`src/rtl/hdmi_linebuf_ctrl.sv`:
```
// rtl/hdmi_linebuf_ctrl.sv - ping-pong line buffer controller for a 1-cycle-latency simple dual-port RAM
module hdmi_linebuf_ctrl #(
  parameter int DATA_WIDTH = 24,
  parameter int ADDR_WIDTH = 10,
  parameter int LINE_MAX   = 512
) (
  input  logic                  clk,
  input  logic                  rst,
  input  logic                  s_valid,
  output logic                  s_ready,
  input  logic [DATA_WIDTH-1:0] s_data,
  input  logic                  s_eol,
  output logic                  m_valid,
  input  logic                  m_ready,
  output logic [DATA_WIDTH-1:0] m_data,
  output logic                  m_eol,
  output logic                  ram_wr_en,
  output logic [ADDR_WIDTH-1:0] ram_wr_addr,
  output logic [DATA_WIDTH-1:0] ram_wr_data,
  output logic [ADDR_WIDTH-1:0] ram_rd_addr,
  input  logic [DATA_WIDTH-1:0] ram_rd_data,
  output logic [1:0]            bank_full,
  output logic                  trunc_err
);

  localparam int OW = ADDR_WIDTH - 1;
  localparam int CW = ADDR_WIDTH;
  localparam logic [CW-1:0] LAST_OFF = CW'(LINE_MAX - 1);

  typedef enum logic [1:0] {IDLE, READ, LAST} state_t;
  state_t state, state_nx;

  logic                  wr_bank;
  logic                  rd_bank;
  logic [1:0]            full;
  logic [1:0]            full_nx;
  logic [CW-1:0]         wr_cnt;
  logic [CW-1:0]         rd_cnt;
  logic [CW-1:0]         len [2];
  logic                  drop;
  logic                  trunc;
  logic                  wr_en_q;
  logic [ADDR_WIDTH-1:0] wr_addr_q;
  logic [DATA_WIDTH-1:0] wr_data_q;
  logic                  inflight;
  logic                  inflight_eol;
  logic [DATA_WIDTH-1:0] fifo_data [2];
  logic [1:0]            fifo_eol;
  logic                  fifo_wp;
  logic                  fifo_rp;
  logic [1:0]            fifo_occ;

  logic                  accept;
  logic                  line_end;
  logic                  pop;
  logic                  capture_last;
  logic [2:0]            credit;
  logic                  issue;
  logic                  issue_last;

  // Drop mode keeps s_ready high so the tail of an overlong line is swallowed.
  assign s_ready      = !rst && (drop || !full[wr_bank]);
  assign accept       = s_valid && s_ready;
  assign line_end     = accept && !drop && (s_eol || wr_cnt == LAST_OFF);
  assign m_valid      = !rst && (fifo_occ != 2'd0);
  assign pop          = m_valid && m_ready;
  assign capture_last = inflight && inflight_eol;
  assign credit       = {1'b0, fifo_occ} + {2'b00, inflight} - {2'b00, pop};

  assign m_data      = fifo_data[fifo_rp];
  assign m_eol       = m_valid && fifo_eol[fifo_rp];
  assign ram_wr_en   = wr_en_q && !rst;
  assign ram_wr_addr = rst ? '0 : wr_addr_q;
  assign ram_wr_data = wr_data_q;
  assign ram_rd_addr = rst ? '0 : {rd_bank, rd_cnt[OW-1:0]};
  assign bank_full   = full;
  assign trunc_err   = trunc && !rst;

  always_comb begin
    full_nx = full;
    if (capture_last) full_nx[rd_bank] = 1'b0;
    if (line_end)     full_nx[wr_bank] = 1'b1;
  end

  always_ff @(posedge clk) begin
    if (rst) state <= IDLE;
    else     state <= state_nx;
  end

  always_comb begin
    state_nx   = state;
    issue      = 1'b0;
    issue_last = 1'b0;
    case (state)
      IDLE: if (full[rd_bank]) state_nx = READ;
      READ: begin
        // Never let FIFO entries plus the read in flight exceed its two slots.
        if (credit < 3'd2) begin
          issue = 1'b1;
          if (rd_cnt == len[rd_bank] - CW'(1)) begin
            issue_last = 1'b1;
            state_nx   = LAST;
          end
        end
      end
      LAST: if (capture_last) state_nx = IDLE;
      default: state_nx = IDLE;
    endcase
  end

  always_ff @(posedge clk) begin
    if (rst) begin
      wr_bank   <= 1'b0;
      wr_cnt    <= '0;
      len[0]    <= '0;
      len[1]    <= '0;
      drop      <= 1'b0;
      trunc     <= 1'b0;
      full      <= 2'b00;
      wr_en_q   <= 1'b0;
      wr_addr_q <= '0;
      wr_data_q <= '0;
    end else begin
      full    <= full_nx;
      wr_en_q <= accept && !drop;
      if (accept && !drop) begin
        wr_addr_q <= {wr_bank, wr_cnt[OW-1:0]};
        wr_data_q <= s_data;
      end
      if (accept) begin
        if (drop) begin
          if (s_eol) drop <= 1'b0;
        end else if (line_end) begin
          len[wr_bank] <= wr_cnt + CW'(1);
          wr_bank      <= !wr_bank;
          wr_cnt       <= '0;
          if (!s_eol) begin
            trunc <= 1'b1;
            drop  <= 1'b1;
          end
        end else begin
          wr_cnt <= wr_cnt + CW'(1);
        end
      end
    end
  end

  always_ff @(posedge clk) begin
    if (rst) begin
      rd_bank      <= 1'b0;
      rd_cnt       <= '0;
      inflight     <= 1'b0;
      inflight_eol <= 1'b0;
      fifo_data[0] <= '0;
      fifo_data[1] <= '0;
      fifo_eol     <= 2'b00;
      fifo_wp      <= 1'b0;
      fifo_rp      <= 1'b0;
      fifo_occ     <= 2'd0;
    end else begin
      inflight     <= issue;
      inflight_eol <= issue_last;
      if (state == IDLE)  rd_cnt <= '0;
      else if (issue)     rd_cnt <= rd_cnt + CW'(1);
      if (capture_last)   rd_bank <= !rd_bank;
      if (inflight) begin
        fifo_data[fifo_wp] <= ram_rd_data;
        fifo_eol[fifo_wp]  <= inflight_eol;
        fifo_wp            <= !fifo_wp;
      end
      if (pop) fifo_rp <= !fifo_rp;
      fifo_occ <= fifo_occ + {1'b0, inflight} - {1'b0, pop};
    end
  end

endmodule

```
`config.mk`:
```
export PLATFORM = sky130hd
export DESIGN_NAME = hdmi_linebuf_ctrl
export DESIGN_NICKNAME = d
export VERILOG_FILES = /design/src/rtl/hdmi_linebuf_ctrl.sv
export SDC_FILE = /design/constraint.sdc
export NUM_CORES = 1
export LEC_CHECK = 0
export BUFFER_PORTS_ARGS = -buffer_cell sky130_fd_sc_hd__buf_2
export CAP_MARGIN = 10
export CORE_AREA = 2 2 111 113
export CTS_CLUSTER_DIAMETER = 30
export CTS_CLUSTER_SIZE = 28
export DETAILED_ROUTE_END_ITERATION = 10
export DIE_AREA = 0 0 113 115
export MAX_ROUTING_LAYER = met4
export PLACE_DENSITY = 0.78
export SETUP_SLACK_MARGIN = 0.15
export SLEW_MARGIN = 10
export SYNTH_ARGS = -nofsm -noshare
export SYNTH_HDL_FRONTEND = slang
export SYNTH_SLANG_ARGS = --single-unit
export TNS_END_PERCENT = 20
```
`constraint.sdc`:
```
create_clock -name clk -period 8.2 [get_ports clk]
set_input_delay 2.05 -clock clk [delete_from_list [all_inputs] [get_ports clk]]
set_output_delay 2.05 -clock clk [all_outputs]
set_load 0.02 [all_outputs]
```
==> qor.csv <==
stage,metric,value,unit
worst_setup_path,path_class,in2out,
clock_tree,cts-root-buf,sky130_fd_sc_hd__clkbuf_16,
clock_tree,clock_tree.htree_level_count,4,
floorplan,rows,40,
floorplan,floorplan.core_area,0.0118,mm2
worst_setup_path,worstSetupStartpoint,rst,
clock_tree,clock_insertion_delay_worst_skew,0.42,ns
cells_and_area,post_layout_utilization_of_the_core,64.3,%
drt,post_drt_via_cell_ratio,5.23,
synth,synth.lib_cells_used.distinct,48,
pwr,post-layout-total-power,1.65,mW
drt,initial_drc_count,323,
global_routing,antenna_found_initial,0,
timing,grt_setup_unrepaired,no,
synth,synth-warning-count,0,
synth,synth-edff-count,68,
cells_and_area,insertedDiodeCount,0,
cells_and_area,count_of_filler_cells_inserted_in_the_layout,918,
clock_tree,post-cts-setup-buffers,0,
worst_setup_path,maximum_cell_stage_delay_along_the_critical_path,0.71,ns
floorplan,fp.dieW,113,um
placed_design,post_dp_cell_area,0.00701,mm2
worst_setup_path,cp_data_required_time,6.15,ns
synth,post_synthesis_instance_area,0.00631,mm2
synth,post_synth_main_area_contributors,"sky130_fd_sc_hd__edfxtp_1 (32%), sky130_fd_sc_hd__dfxtp_1 (23%), sky130_fd_sc_hd__mux2_2 (5.0%), sky130_fd_sc_hd__and2_1 (4.9%), sky130_fd_sc_hd__nand2_1 (4.6%)",
global_routing,grt_pass1_wl,21.7,mm
synth,synth.ff_latch_count,141,
synth,async_reset_ff_share,0,%
drt,drcViolationCount,6,
worst_setup_path,crit_path_end_kind,primary output,
cells_and_area,post_route_cells_drive_above_1_share,27.6,%
floorplan,initial_core_util,53.4,%
drt,drtPass1Iterations,7,
worst_setup_path,worst_ep_arrival_time,3.55,ns
drt,detail_route.wirelength,13.4,mm
worst_setup_path,critical_path.max_fanout,52,
cells_and_area,final-seq-area,0.00350,mm2
drt,routed_wire_length_per_instance,15.2,um
cells_and_area,area_growth,20.3,%
drt,final_antenna_net_count,0,
global_routing,grt_max_degree,53,
cells_and_area,finalNetCount,777,
global_routing,gr-total-overflow,0,
floorplan,fp.dieH,115,um
synth,synth_fp_nets,661,
clock_tree,cts-resized-gates,0,
cells_and_area,area_of_the_multi_input_gates,0.00262,mm2
pwr,power.static_leakage,3.05,nW
clock_tree,clock-sinks,141,
run_status,outcome,"complete, but fails checks",
floorplan,fp.dieArea,0.0130,mm2
synth,mapped_avg_cell_area,10.5,um2
global_routing,grtUsageTotal,21.9,%
hold_path,timing.hold.worst.class,reg2reg,
placed_design,gpl.final_weighted_congestion,0.825,
clock_tree,cts-buffers-inserted,17,
synth,post-synth-top-area-cell,sky130_fd_sc_hd__edfxtp_1,
worst_setup_path,cp_cell_sequence,"buf_2, buf_4, nor2b_1, buf_2",
clock_tree,clock_transition_at_path_regs,0.06,ns
synth,synth_sequential_area_ratio,55.5,%
timing,worst_slew_margin_rel,26.5,%
placed_design,place.port_buffers,127,
floorplan,io_pins,128,
global_routing,vias_in_the_first_global_route,4627,
clock_tree,cts_max_path_buffers,2,
timing,final_sum_of_negative_setup_slack,0,ns
clock_tree,cts_tree,yes,
synth,synth_top_cell_area_share,32.4,%
cells_and_area,final_design_area_no_fill,0.00759,mm2
timing,final_hold_viol_count,0,
hold_path,hp-start,ram_wr_data[6],
timing,timing_max_transition_violations_final,0,
timing,clock_skew,0.00459,ns
worst_setup_path,critPathLaunchType,input port,
job,drv_cap,0,
worst_setup_path,worst_r2r_startpoint,fifo_occ[1],
worst_setup_path,critical-path-slowest-cell,sky130_fd_sc_hd__buf_2,
synth,primary_flip_flop_cell_chosen_by_synthesis_mapping,sky130_fd_sc_hd__dfxtp_1,
timing,max_slew.worst_pin.slew,1.10,ns
timing,timing.final.crit_period,5.60,ns
timing,setup_viol,0,
timing,share_of_the_cycle_needed_by_the_critical_path_after_routing,68.3,%
drt,detailroute.via_count,4592,
pwr,power-per-cell-area,218,mW/mm2
run_status,failing_checks,DRC,
timing,max_clock_freq,178,MHz
clock_tree,post_cts_hold_buffer_count,0,
placed_design,dp_hpwl,9.10,mm
worst_setup_path,critical_path.most_common_cell,sky130_fd_sc_hd__buf_2,
timing,holdWs,0.451,ns
pwr,worst_voltage_drop_across_the_vdd_grid,0.141,mV
synth,netlist_instances,602,
[kinds of logic (layout without fill, tap and decap cells)]
family	count (synthesis)	in the layout	share of synthesized area (%)
fa+ha+maj	6	6	1.31
compound gates	79	79	6.96
xor+xnor	33	33	4.58
simple gates	256	256	21.5
mux	40	40	6.90
flops	141	141	55.5
buf+inv	47	176	3.29
[metal layers]
metal  up-vias  track usage [%]  share of wire, %
met5         -                -                 0
li1       2295                -                 -
met3        13             5.69               5.7
met2       141             36.5                50
met1      2143             25.9                43
met4         0             7.56               1.1
[Yosys cell counts, types with 3 or more instances]
cell and count:
sky130_fd_sc_hd__nand2b_1 3, sky130_fd_sc_hd__dfxtp_1 73, sky130_fd_sc_hd__a31oi_1 3, sky130_fd_sc_hd__mux2_2 28
sky130_fd_sc_hd__nor4b_2 3, sky130_fd_sc_hd__and2_1 49, sky130_fd_sc_hd__nor2b_1 25, sky130_fd_sc_hd__inv_1 12
sky130_fd_sc_hd__and3_1 7, sky130_fd_sc_hd__a21oi_1 48, sky130_fd_sc_hd__a311oi_1 3, sky130_fd_sc_hd__mux2i_1 12
sky130_fd_sc_hd__nand2_1 77, sky130_fd_sc_hd__edfxtp_1 68, sky130_fd_sc_hd__nor2_1 51, sky130_fd_sc_hd__nor3b_1 5
sky130_fd_sc_hd__xor2_1 13, sky130_fd_sc_hd__o21ai_0 13, sky130_fd_sc_hd__buf_2 3, sky130_fd_sc_hd__or3_1 4
sky130_fd_sc_hd__xnor2_1 20, sky130_fd_sc_hd__nand3_1 7, sky130_fd_sc_hd__clkbuf_1 26, sky130_fd_sc_hd__ha_1 5
sky130_fd_sc_hd__nand4_1 4, sky130_fd_sc_hd__a22oi_1 4, sky130_fd_sc_hd__nor3_1 11
[state kept, by name, indices dropped and copies added (netlist names), 2 cells and up, named ones only]
name	flops
bank_full	2
ram_wr_data	24
wr_cnt	10
fifo_data	48
fifo_occ	2
fifo_eol	2
wr_addr_q	10
rd_cnt	10
state	2
len	20
[final timing paths]
kind | endpoint | slack [ns] | cells after the start
worst max register to register | rd_cnt[9] | 5.07 | 11
worst max-delay path | ram_rd_addr[8] | 2.60 | 4
worst min register to register | ram_wr_data[6] | 0.45 | 2
worst min-delay path | ram_wr_data[6] | 0.45 | 2
[cells in the final DEF, fill, tap and decap left out, types with 13 or more instances in the layout]
| cell | netlist | routed |
|---|---|---|
| sky130_fd_sc_hd__nor2b_1 | 25 | 25 |
| sky130_fd_sc_hd__nand2_1 | 77 | 77 |
| sky130_fd_sc_hd__dfxtp_1 | 73 | 73 |
| sky130_fd_sc_hd__and2_1 | 49 | 49 |
| sky130_fd_sc_hd__edfxtp_1 | 68 | 68 |
| sky130_fd_sc_hd__mux2_2 | 28 | 28 |
| sky130_fd_sc_hd__xor2_1 | 13 | 13 |
| sky130_fd_sc_hd__xnor2_1 | 20 | 20 |
| sky130_fd_sc_hd__nor2_1 | 51 | 51 |
| sky130_fd_sc_hd__a21oi_1 | 48 | 48 |
| sky130_fd_sc_hd__o21ai_0 | 13 | 13 |
| sky130_fd_sc_hd__buf_2 | 3 | 127 |
| sky130_fd_sc_hd__clkbuf_16 | 0 | 17 |
[area by class of cell]
type,count,share of cell area (%)
clock buffers,19,5.97
clock inverters,13,1.60
inverters,13,0.643
multi-input cells,414,34.5
flip-flops and latches,141,46.1
well taps,147,2.42
repair buffers,131,8.77
[critical path, delay by kind of cell]
family | cells | cell delay (ns)
buffers and inverters | 3 | 1.39
and+or+nand+nor | 1 | 0.09
[power breakdown]
part | switching, mW | internal (mW) | leakage (nW)
Combinational | 0.0831 | 0.0506 | 1.47
Sequential | 0.0148 | 0.764 | 1.30
Clock | 0.284 | 0.458 | 0.284
Total | 0.382 | 1.27 | 3.05
[per-stage QoR]
step / std cells / setup WS (ns)
after floorplan: 602 / 3.20
after global placement: 846 / 2.67
after detailed placement: 846 / 2.58
after CTS: 878 / 2.58
after global routing: 878 / 2.44
final: 878 / 2.60
Power figures use the tool's default switching activity.
